## src/rtl/if_stage_pkg.sv

```systemverilog
// rtl/if_stage_pkg.sv - shared constants for the instruction fetch stage
package if_stage_pkg;

  localparam logic [1:0] PC_SEQ = 2'b00;
  localparam logic [1:0] PC_BR  = 2'b01;
  localparam logic [1:0] PC_JR  = 2'b10;
  localparam logic [1:0] PC_J   = 2'b11;

  localparam logic [31:0] NOP       = 32'h0000_0000;
  localparam int          ROM_DEPTH = 64;
  localparam int          ROM_AW    = 6;
  localparam logic [31:0] RESET_PC  = 32'h0000_0000;

endpackage

```

## src/rtl/inst_rom.sv

```systemverilog
// rtl/inst_rom.sv - 64-word combinational instruction ROM
// Contents come from the fixed init table below; unlisted words hold a 0x2000_00xx tag pattern.
module inst_rom
  import if_stage_pkg::*;
(
  input  logic [ROM_AW-1:0] addr,
  output logic [31:0]       data
);

  always_comb begin
    data = {16'h2000, 10'h000, addr};
    case (addr)
      6'd0: data = 32'h3c01_0000;
      6'd1: data = 32'h3424_0050;
      6'd2: data = 32'h2005_0004;
      6'd3: data = 32'h0c00_0018;
      6'd4: data = 32'hac82_0000;
      6'd5: data = 32'h8c89_0000;
      default: ;
    endcase
  end

endmodule

```

## src/rtl/if_stage.sv

```systemverilog
// rtl/if_stage.sv - PC register, next-PC select and IF/ID pipeline register
// Optional macro IF_FLUSH_EN squashes the wrong-path instruction on a redirect.
module if_stage
  import if_stage_pkg::*;
(
  input  logic        clk,
  input  logic        clrn,
  input  logic        stall,
  input  logic [1:0]  pcsource,
  input  logic [31:0] bpc,
  input  logic [31:0] ra,
  input  logic [31:0] jpc,
  output logic [31:0] pc,
  output logic [31:0] if_pc4,
  output logic [31:0] id_pc4,
  output logic [31:0] id_inst,
  output logic        id_valid,
  output logic [31:0] fetch_count
);

  logic [31:0] npc_raw;
  logic [31:0] npc;
  logic [31:0] inst;
  logic        redirect;

  inst_rom u_rom (
    .addr (pc[7:2]),
    .data (inst)
  );

  assign if_pc4   = pc + 32'd4;
  assign redirect = (pcsource != PC_SEQ);

  always_comb begin
    npc_raw = if_pc4;
    case (pcsource)
      PC_SEQ:  npc_raw = if_pc4;
      PC_BR:   npc_raw = bpc;
      PC_JR:   npc_raw = ra;
      PC_J:    npc_raw = jpc;
      default: npc_raw = if_pc4;
    endcase
    npc = {npc_raw[31:2], 2'b00};
  end

  // All id_* outputs are registered, so stall/pcsource never reach them combinationally.
  always_ff @(posedge clk) begin
    if (!clrn) begin
      pc          <= RESET_PC;
      id_pc4      <= 32'h0;
      id_inst     <= NOP;
      id_valid    <= 1'b0;
      fetch_count <= 32'h0;
    end else if (!stall) begin
      pc          <= npc;
      id_pc4      <= if_pc4;
      fetch_count <= fetch_count + 32'd1;
`ifdef IF_FLUSH_EN
      if (redirect) begin
        id_inst  <= NOP;
        id_valid <= 1'b0;
      end else begin
        id_inst  <= inst;
        id_valid <= 1'b1;
      end
`else
      id_inst  <= inst;
      id_valid <= 1'b1;
`endif
    end
  end

`ifndef IF_FLUSH_EN
  // Delay-slot build: the redirect flag only steers npc.
  logic unused_redirect;
  assign unused_redirect = redirect;
`endif

endmodule

```

## config.mk

```make
export PLATFORM = sky130hd
export DESIGN_NAME = if_stage
export DESIGN_NICKNAME = d
export VERILOG_FILES = /design/src/rtl/if_stage_pkg.sv /design/src/rtl/inst_rom.sv /design/src/rtl/if_stage.sv
export SDC_FILE = /design/constraint.sdc
export NUM_CORES = 1
export LEC_CHECK = 0
export ABC_AREA = 1
export ABC_CLOCK_PERIOD_IN_PS = 2200
export BUFFER_PORTS_ARGS = -buffer_cell sky130_fd_sc_hd__buf_4
export CORE_MARGIN = 4
export CORE_UTILIZATION = 45
export CTS_CLUSTER_DIAMETER = 60
export DETAILED_ROUTE_END_ITERATION = 16
export HOLD_SLACK_MARGIN = 0.12
export PLACE_DENSITY = 0.77
export SETUP_SLACK_MARGIN = 0.2
export SLEW_MARGIN = 5
export SYNTH_ARGS = -nofsm -noshare
export SYNTH_HDL_FRONTEND = slang
export SYNTH_SLANG_ARGS = --single-unit
```

## constraint.sdc

```tcl
create_clock -name clk -period 2.2 [get_ports clk]
set_input_delay 0.44 -clock clk [delete_from_list [all_inputs] [get_ports clk]]
set_output_delay 0.44 -clock clk [all_outputs]
set_load 0.005 [all_outputs]
```

# After elaboration in Yosys (flattened, before gate mapping)
# Index checks and enable logic that the tools add are counted.
[op_classes]
n_reduce_logical = 2
mux = 2
addsub = 2
n_eq_ne = 8
[op_table]
columns = ["cell", "n"]
rows = [
  ["case mux 32 bit (6 select lines)", 1],
  ["case mux 32 bit (4 select lines)", 1],
  ["adder 32 x 1 -> 32 bit, second input constant", 1],
  ["adder 32 x 3 -> 32 bit, second input constant", 1],
  ["== test 6 x 2 -> 1 bit, second input constant", 2],
  ["== test 6 x 3 -> 1 bit, second input constant", 2],
  ["== test 6 x 1 -> 1 bit, second input constant", 1],
  ["zero test 6 bit", 1],
  ["== test 2 bit, second input constant", 2],
  ["== test 2 x 1 -> 1 bit, second input constant", 1],
  ["zero test 2 bit", 1],
]
[word_totals]
wordCells = 19
output_inout_bits = 161
reg_bits = 127
inputBits = 101

# Depth between registers and ports, before layout
[logic_depth]
depth_word = 2
depth_mapped = 11
mapped_depth_nobuf = 10

# Modules after synthesis
# Synthesis repeated with hierarchy kept, for this count alone.
[unflattened]
hier_cells = 1110
hier_area_um2 = 7110.6
[modules_own_cells]
columns = ["module", "cells_each", "seq_area_each_um2", "area_each_um2", "n_inst"]
rows = [
  ["if_stage", 1054, 2502.4, 6775.2, 1],
  ["inst_rom", 56, 0.0, 335.3, 1],
]

# Worst setup path after synthesis
# OpenSTA, ideal clock, no wires.
[synth_timing]
path_type = "register to output"
from = "register pc[2]"
to = "output if_pc4[12]"
path_buffers = 0
path_stages_with_launch = 8
arrival_time_ns = 1.369
required_time_ns = 1.760
slack_ns = 0.391
cell_sequence = "dfxtp_1 ha_1 nand2_1 nor2_4 nand2_4 nor2_4 xor2_2 inv_1"
[synth_via]
elab_chain_len = 1
[synth_rtl]
columns = ["element", "line", "text"]
rows = [
  ["start, declared", "if_stage.sv:13", "output logic [31:0] pc,"],
  ["start signal, assigned", "if_stage.sv:55", "pc <= npc;"],
  ["adder 32 x 3 -> 32 bit", "if_stage.sv:31", "assign if_pc4 = pc + 32'd4;"],
  ["end, declared", "if_stage.sv:14", "output logic [31:0] if_pc4,"],
]
# Every way passes these cells.

# Final worst setup path
[layout_timing]
from = "register pc[2]"
to = "output if_pc4[24]"
# Same word-level chain as after synthesis.

==> impl_summary.log <==
[metrics] outcome: finished with violations
[metrics] violated checks: setup timing
[metrics] filler cell count: approximately 1300
[metrics] Setup Skew: roughly 11 ps
[metrics] diode insertion count for antenna repair: 0
[metrics] number of enable-type register cells in the synthesized netlist: 0
[metrics] Sequential Area: about 2200 um2
[metrics] Initial Util: around 46%
[metrics] DP HPWL: ~16000 um
[metrics] number of violations reported at the end of detailed-routing iteration 0: 654
[metrics] average routed wire per standard cell: 15.1 um
[metrics] count of unresolved DRC violations after routing: 0
[metrics] maximum clock path buffer count: 2
[metrics] R2R setup slack: between 400 and 500 ps
[metrics] average vias per placed instance: 5.12
[metrics] areal power density over the cells: 528 nW/um2
[metrics] remaining antenna violation count after routing: 0
[metrics] endpoint class of the critical path: output port
[metrics] Cell Count, Final, Fillers Out: roughly 1400
[metrics] Core Region: between 10000 and 15000 um2
[metrics] vertical extent of the die: 127 um
[metrics] Worst Tran Pin Value: roughly 650 ps
[metrics] top cell type by total area after synthesis: dfxtp_1
[metrics] num rows: 43
[metrics] post-CTS clock slew at the launch and capture registers of the worst setup and hold paths: 80 ps
[metrics] via count of the first global-routing pass: about 6600
[metrics] Internal Pwr Total: about 3.4 mW
[metrics] sequential-to-total area share from yosys stat: 34.0%
[metrics] number of clock sinks: about 110
[metrics] Max Cap Viol: 0
[metrics] number of H-tree levels: 3
[metrics] global-route congestion overflow total: 0
[metrics] portion of synthesized cell area occupied by the leading cell type: between 30 and 40%
[metrics] nets@finish: approximately 1300
[metrics] synthesis warning total: 0
[metrics] worst min path class: input pin to register
[metrics] data arrival time of the worst path: about 1800 ps
[metrics] critical path required time: roughly 1800 ps
[metrics] number of placed instances, taps included: about 1400
[metrics] final wirelength: approximately 21000 um
[metrics] first-pass GRT wire length: around 34000 um
[metrics] total leakage power: about 4.4 nW
[metrics] iteration count of the initial detailed-routing pass: 5
[metrics] initial antenna violation count: 0
[metrics] Async SR Flop Fraction: 0%
[metrics] worst-case setup margin in the final layout: -12.5 ps
[metrics] TritonCTS buffer count: 9
[metrics] final core utilization: between 60% and 70%
[metrics] nature of the critical path startpoint: register
[metrics] Worst Min Path Start: bpc[2]
[metrics] net switching power figure: between 1 and 1.5 mW
[metrics] number of hold-repair buffers added at the cts stage: 0
[metrics] number of unique standard cell types used by synthesis: 39
[metrics] Synth Register Bits: approximately 110
[metrics] Synth-to-Final Area Change: 41.8%
[metrics] DIE AREA: 16300 um2
[metrics] post-synthesis average cell area: 6.50 um2
[metrics] final worst path period need: 2210 ps
[metrics] terminating pin of the worst hold path: pc[2]$_SDFFE_PN0N_
[metrics] normalized max-slew margin: between 50% and 60%
[metrics] die width: about 130 um
[metrics] cell at the root of the clock tree: clkbuf_16
[metrics] combinational power share: between 20% and 30%
[metrics] IO buf count: approximately 240
[metrics] unrepaired setup endpoints after global routing: true
[metrics] number of cell instances on the worst register-to-register path: 10
[metrics] footprint of the multi-input gates: approximately 3800 um2
[metrics] pin count of the biggest net entering global routing: 94
[metrics] Sw Share: between 20% and 30%
[metrics] instance count along the most critical hold path: 3
[metrics] part of the total power dissipated in the clock network: approximately a third
[metrics] Total Routing Usage GR: approximately a quarter
[metrics] worst setup path class: register to output port
[metrics] aggregate negative setup slack: -20.5 ps
[metrics] Post-Place Worst Slack: a little over 200 ps
[metrics] proportion of power drawn by flip-flops and latches: 45.6%
[metrics] global placement routability congestion: between 0.9 and 1
[metrics] Tcrit/Tclk final: 101%
[metrics] ratio of cells with drive above 1 in the final layout: about a third
[metrics] maximum frequency from static timing analysis: ~450 MHz
[metrics] main area contributors after synthesis: dfxtp_1 34%, nand2_1 16%, nor2_1 8.0%
[metrics] number of endpoints failing setup at the final stage: 2
[metrics] synthesized netlist cell count: approximately 990
[metrics] worst hold margin: ~350 ps
[metrics] largest fanout on the critical path: 3
[metrics] source of the worst register-to-register timing path: pc[3]$_SDFFE_PN0N_
[metrics] IO Count: 262
[metrics] end of the worst register-to-register path: id_inst[2]$_SDFFE_PN0N_
[metrics] Primary FF master, synth: dfxtp_1
[metrics] Slew Viols, Final: 0
[metrics] synthesized cell area: 6420 um2
[metrics] Final Hold Vio Count: 0
[metrics] clock tree from TritonCTS: built
[metrics] maximum vdd ir drop: around 0.4 mV
[metrics] clock latency reported for the late side of the worst-skew pair: ~370 ps
[metrics] vias after detailed routing: ~7300
## cell usage after synthesis, types with 13 or more instances
cell type  count
a211oi_1      17
a21oi_1       57
buf_4         25
clkbuf_1      27
dfxtp_1      109
inv_1        102
nand2_1      267
nand3_1       42
nand4_1       17
nor2_1       137
nor2_4        13
o21ai_0       80
## sequential cells by signal, summed over array words and instances, names as in the netlist
signal / count
fetch_count: 32
id_inst: 16
id_pc4: 30
id_valid: 1
pc: 30
## stage by stage
stage               power [mW]  area [um2]
floorplan                 2.65        6500
global route              5.04        9110
CTS                       4.80        8910
finish                    4.81        9110
global placement          3.16        8410
detailed placement        3.17        8410
## logic make-up after synthesis
kind of cell | after synthesis | share of synthesized area, %
other | 1 | 0.0584
AND/OR/NAND/NOR | 514 | 35.3
XOR/XNOR | 19 | 3.52
adder cells (fa/ha/maj) | 5 | 0.974
flip-flops | 109 | 34.0
AO/OA/AOI/OAI | 173 | 14.7
buffers and inverters | 168 | 11.4
## routing by layer
| metal | wire length [um] | vias to the layer above | share of wire [%] | global-route usage [%] |
|---|---|---|---|---|
| met5 | 0 | - | 0 | 0 |
| met4 | 644 | 0 | 3.0 | 9.15 |
| met3 | 1570 | 48 | 7.3 | 4.60 |
| met2 | 10400 | 298 | 49 | 42.7 |
| met1 | 8800 | 3324 | 41 | 32.8 |
| li1 | - | 3608 | - | - |
## how the worst max path moves through the flow
stage | cells past startpoint | to | from
after floorplan | 7 | if_pc4[12] | pc[2]$_SDFFE_PN0N_
after global placement | 8 | if_pc4[12] | pc[2]$_SDFFE_PN0N_
after detailed placement | 8 | if_pc4[12] | pc[2]$_SDFFE_PN0N_
after CTS | 8 | if_pc4[12] | pc[3]$_SDFFE_PN0N_
after global routing | 8 | if_pc4[11] | pc[2]$_SDFFE_PN0N_
final | 9 | if_pc4[24] | pc[2]$_SDFFE_PN0N_
## worst max-delay path, cell delays in order, from the launching register on
cell and delay, ps:
dfxtp_2 370, ha_4 160, nand2_4 60, nor2_4 130, nand2_2 110, nor2_4 160, nand2_1 80, nand2_1 100
nand2_2 100, buf_6 130
## what timing repair did
| item | 4_1_cts | 5_1_grt |
|---|---|---|
| setup buffers | 12 | 5 |
| endpoints found under the setup margin | 25 | 28 |
| pin swaps | 27 | 23 |
| resized for setup | 44 | 51 |
## layout by cell type, fill, tap and decap left out, drive strengths merged, types with 2 or more instances in the layout
master / Yosys / routed
a211oi: 17 / 17
a21oi: 57 / 57
a31oi: 6 / 6
buf: 34 / 278
clkbuf: 27 / 9
clkinv: 0 / 3
conb: 1 / 20
dfxtp: 109 / 109
ha: 5 / 5
inv: 107 / 110
nand2: 277 / 277
nand3: 44 / 44
nand3b: 7 / 7
nand4: 17 / 17
nor2: 157 / 157
nor3: 7 / 7
nor3b: 2 / 2
o211ai: 6 / 6
o21ai: 82 / 82
or2: 2 / 2
xnor2: 4 / 4
xor2: 15 / 15
## power by group through the flow
| stage | registers (mW) | logic [mW] | clock network (mW) |
|---|---|---|---|
| after global placement | 2.22 | 0.941 | 0 |
| after detailed placement | 2.22 | 0.951 | 0 |
| final | 2.20 | 1.02 | 1.60 |
| after floorplan | 2.21 | 0.432 | 0 |
| after CTS | 2.19 | 0.984 | 1.63 |
| after global routing | 2.21 | 1.12 | 1.71 |
## final cells by class
cell class                      instances  share of cell area [%]
Clock buffer                            9                    2.47
Clock inverter                          7                   0.632
Inverter                              107                    4.44
Multi-Input combinational cell        731                    41.5
Sequential cell                       109                    24.4
Tap cell                              180                    2.47
Timing Repair Buffer                  278                    24.1
(Power assumes the default switching activity.)
